==> src/rtl/pushbutton_debouncer_pkg.sv <==
// Shared types for the push-button debouncer: the per-clock counter action
// and the helper that picks it from the idle/full conditions.
package pushbutton_debouncer_pkg;

    typedef enum logic [1:0] {
        ACT_IDLE   = 2'd0,
        ACT_COUNT  = 2'd1,
        ACT_TOGGLE = 2'd2
    } cnt_action_e;

    // A mismatch must persist until the counter is full before the state flips.
    function automatic cnt_action_e decode_action(input logic idle, input logic cnt_full);
        if (idle) begin
            return ACT_IDLE;
        end else if (cnt_full) begin
            return ACT_TOGGLE;
        end else begin
            return ACT_COUNT;
        end
    endfunction

endpackage

==> src/rtl/sync_2ff.sv <==
// Generic two-flop synchronizer for a single asynchronous level.
module sync_2ff (
    input  logic clk,
    input  logic clr,
    input  logic d,
    output logic q
);

    logic sync_1;

    // NOTE: sequential state uses non-blocking assignments so both flops sample
    // their inputs from the same edge; blocking here would collapse the chain.
    always_ff @(posedge clk or negedge clr) begin
        if (!clr) begin
            sync_1 <= 1'b0;
            q      <= 1'b0;
        end else begin
            sync_1 <= d;
            q      <= sync_1;
        end
    end

endmodule

==> src/rtl/pushbutton_debouncer.sv <==
// Push-button debouncer: synchronizes the raw pin, accepts a level change only
// after 2^WIDTH stable clocks, and emits one-clock press/release strobes.
module pushbutton_debouncer
    import pushbutton_debouncer_pkg::*;
#(
    parameter int WIDTH = 16
) (
    input  logic clk,
    input  logic clr,
    input  logic PushButton,
    output logic PB_state,
    output logic PB_down,
    output logic PB_up
);

    localparam logic [WIDTH-1:0] CNT_FULL = '1;
    localparam logic [WIDTH-1:0] CNT_ONE  = WIDTH'(1);

    logic              sync_2;
    logic              idle;
    logic [WIDTH-1:0]  cnt;
    logic [WIDTH-1:0]  cnt_next;
    logic              state_next;
    logic              down_next;
    logic              up_next;
    cnt_action_e       action;

    sync_2ff u_sync (
        .clk (clk),
        .clr (clr),
        .d   (PushButton),
        .q   (sync_2)
    );

    assign idle   = (sync_2 == PB_state);
    assign action = decode_action(idle, cnt == CNT_FULL);

    // NOTE: every output of this block gets a default first, so no path can
    // leave a value unassigned and infer a latch.
    always_comb begin
        cnt_next   = '0;
        state_next = PB_state;
        down_next  = 1'b0;
        up_next    = 1'b0;
        case (action)
            ACT_COUNT: begin
                cnt_next = cnt + CNT_ONE;
            end
            ACT_TOGGLE: begin
                state_next = ~PB_state;
                down_next  = ~PB_state;
                up_next    = PB_state;
            end
            default: begin
            end
        endcase
    end

    // NOTE: all state including the counter is cleared by the async reset, so
    // a count in progress is discarded and no strobe can leak out of reset.
    always_ff @(posedge clk or negedge clr) begin
        if (!clr) begin
            cnt      <= '0;
            PB_state <= 1'b0;
            PB_down  <= 1'b0;
            PB_up    <= 1'b0;
        end else begin
            cnt      <= cnt_next;
            PB_state <= state_next;
            PB_down  <= down_next;
            PB_up    <= up_next;
        end
    end

endmodule

==> config.mk <==
export PLATFORM = sky130hd
export DESIGN_NAME = pushbutton_debouncer
export DESIGN_NICKNAME = d
export VERILOG_FILES = /design/src/rtl/pushbutton_debouncer_pkg.sv /design/src/rtl/sync_2ff.sv /design/src/rtl/pushbutton_debouncer.sv
export SDC_FILE = /design/constraint.sdc
export NUM_CORES = 1
export LEC_CHECK = 0
export CAP_MARGIN = 10
export CELL_PAD_IN_SITES_DETAIL_PLACEMENT = 1
export CELL_PAD_IN_SITES_GLOBAL_PLACEMENT = 2
export CORE_ASPECT_RATIO = 1.25
export CORE_MARGIN = 4
export CORE_UTILIZATION = 40
export DETAILED_ROUTE_END_ITERATION = 10
export PLACE_DENSITY_LB_ADDON = 0.1
export SLEW_MARGIN = 20
export SYNTH_ARGS = -nofsm -noshare
export SYNTH_HDL_FRONTEND = slang
export SYNTH_SLANG_ARGS = --single-unit
==> constraint.sdc <==
create_clock -name clk -period 5.72 [get_ports clk]
set_input_delay 1.716 -clock clk [delete_from_list [all_inputs] [get_ports clk]]
set_output_delay 1.716 -clock clk [all_outputs]
set_load 0.05 [all_outputs]
==> run metrics <==
status=completed; Reg2Reg Depth=4; path type of the worst setup path=register to output pin; P&R area growth vs syn=10.9%; Max Cap Viol=0; Crit path max-delay family=buffers and inverters; Yosys reg bits=21; total gr overflow=0; Crit Path Max Fanout=5; Warnings, synthesis=0; leading area contributor after synthesis=dfrtp_1; Clock transition at path regs=~0.1 ns; Final min period=3.27 ns; CP Cell Sequence=clkdlybuf4s50_1; CTS H-tree lvls=1; post-CTS setup buffer count=0; CTS tree=done; Routed Antenna Nets=0; Non-Filler Instances=approximately 130; # resized after CTS=0; Die Area=about 3200 sq um; Commonest cells post-synth=dfrtp_1, nor2_1, xnor2_1, nand3_1, nor3_1; Post-Syn Instances=89; Hold Buf Count CTS=0; Slew @ Worst Pin=around 0.93 ns; Final Core Density=47.3%; post-synthesis cell area=around 950 sq um; Post-synth EDFFs=0; Filler cells=between 200 and 300; Pre-antenna DRT Iters=1; num ports=6; Die Ht=between 60 and 70 um; Tcrit/Tclk final=57.1%; crit end category=output pin; Async SR Flop Fraction=100%; row count=19; simple-gate share of the synthesized area=around 25%; Final Hold Viols=0; Slew Viols, Final=0; core box area=about 2200 sq um; Crit path arrival time=about 1.6 ns; reg-to-reg critical path startpoint=cnt[0]; RSZ-0062 raised after global routing=no; proportion of synthesized area in mux cells=around 1.6%; post-synth top area share=between 50% and 60%; FF+latch area=~530 sq um; DR WL/cell=between 10 and 15 um; slowest CP cell=clkdlybuf4s50_1; synth top area cells=dfrtp_1, xnor2_1, nor2_1; sequential share of the synthesized area=a little under three fifths; Synth Area in XOR/XNOR=between 10% and 20%; syn avg cell area=10.7 sq um; startpoint types=register; maximum vdd ir drop=0.000164 V; Setup TNS Final=0 ns; Skew-Pair Late Insertion Delay=a little under 0.3 ns; Cells after DPL=124; WP buf/inv=1; slowest stage delay, CP=just over 0.8 ns; vias in the first global route=between 700 and 800; TritonCTS Sinks=21; Antenna diodes=0; initial antenna violation count=0; first-pass GRT wire length=between 3000 and 4000 um; leakage power=between 0.4 and 0.5 nW; global-route usage over all layers=a little over an eighth; Slew headroom=38.1%; ys flop type=dfrtp_1; compound-gate portion of the synthesized area=roughly 1.3%; hold path startpoint=u_sync.sync_1; via count=~650; # port buffers=5; FMAX=a little over 300 MHz; PwrDens=about 220 nW/um^2; DRC=0; flop2flop setup slack=approximately 3.7 ns; Clock Tree Root=clkbuf_4; # nets final=~100; most frequent cell after synthesis=dfrtp_1; hold depth=0; HPWL Detailed=between 1000 and 1500 um; total CTS buffers=3; Syn Nets=93; area of the multi-input gates=~410 sq um; DR vias/cell=~5; FF-to-FF End=PB_state; largest net degree at the start of global routing=22; adder-cell share of the synthesized area=around 1.3%; Worst Path Required=4.00 ns; Die X=51.7 um; Max clock buf depth=2; WL final=1800 um; Setup Skew=around 0.007 ns; ratio of cells with drive above 1 in the final layout=~8.2%; worst hold path endpoint=u_sync.q; GP Congestion=0.714; largest family of logic cells by synthesized area=simple AND/OR/NAND/NOR gates; Setup-failing EPs final=0; Initial Util=42.7%; Iter 0 DRT Violations=0; HP Class=register to register; Yosys cell types=22
[kinds of logic after synthesis]
family,after synthesis
fa+ha+maj,1
simple gates,46
xor+xnor,14
mux,1
flops,21
buf+inv,4
compound gates,2
[routing by layer]
layer,routed length [um],track usage [%],up-vias
li1,-,-,321
met1,785,17.0,325
met2,943,21.0,5
met3,53,3.58,2
met4,17,4.92,0
met5,0,0,-
[sequential cells by signal, summed over array words and instances, names as in the netlist]
register       flops
cnt               16
PB_down            1
PB_state           1
PB_up              1
u_sync.q           1
u_sync.sync_1      1
[worst max-delay path by stage]
stage                     startpoint       end  slack, ns  depth (start not counted)
final                       PB_state  PB_state       2.45                          1
after global routing        PB_state  PB_state       2.38                          1
after CTS                   PB_state  PB_state       2.43                          1
after detailed placement    PB_state  PB_state       2.78                          1
after global placement      PB_state  PB_state       2.80                          1
after floorplan             PB_state  PB_state       3.35                          0
[final cells by class]
class	count	area share, %
repair buffers	5	4.73
well taps	31	3.67
multi-input cells	64	38.3
flip-flops and latches	21	49.7
inverters	3	1.07
clock buffers	4	2.49
[power by group]
group | total [mW] | internal, mW | switching, mW
Combinational | 0.00964 | 0.00346 | 0.00618
Sequential | 0.154 | 0.151 | 0.00300
Clock | 0.0685 | 0.0271 | 0.0414
[metrics by stage]
step	power [mW]	setup slack [ns]	area, sq um	hold WS (ns)
after floorplan	0.161	3.35	953	0.331
after CTS	0.237	2.43	1060	0.378
after global placement	0.167	2.80	1030	0.337
after global routing	0.244	2.38	1060	0.387
final	0.232	2.45	1060	0.375
after detailed placement	0.167	2.78	1030	0.346
[layout by cell type, fill, tap and decap left out, drive strengths merged, types with 3 or more instances in the layout]
| cell type | instances |
|---|---|
| dfrtp | 21 |
| inv | 3 |
| xnor2 | 11 |
| nand3 | 6 |
| clkbuf | 4 |
| xor2 | 3 |
| nor2 | 17 |
| nand4 | 5 |
| nand2 | 5 |
| nor3 | 5 |
| clkdlybuf4s50 | 5 |
(Power assumes the default switching activity.)
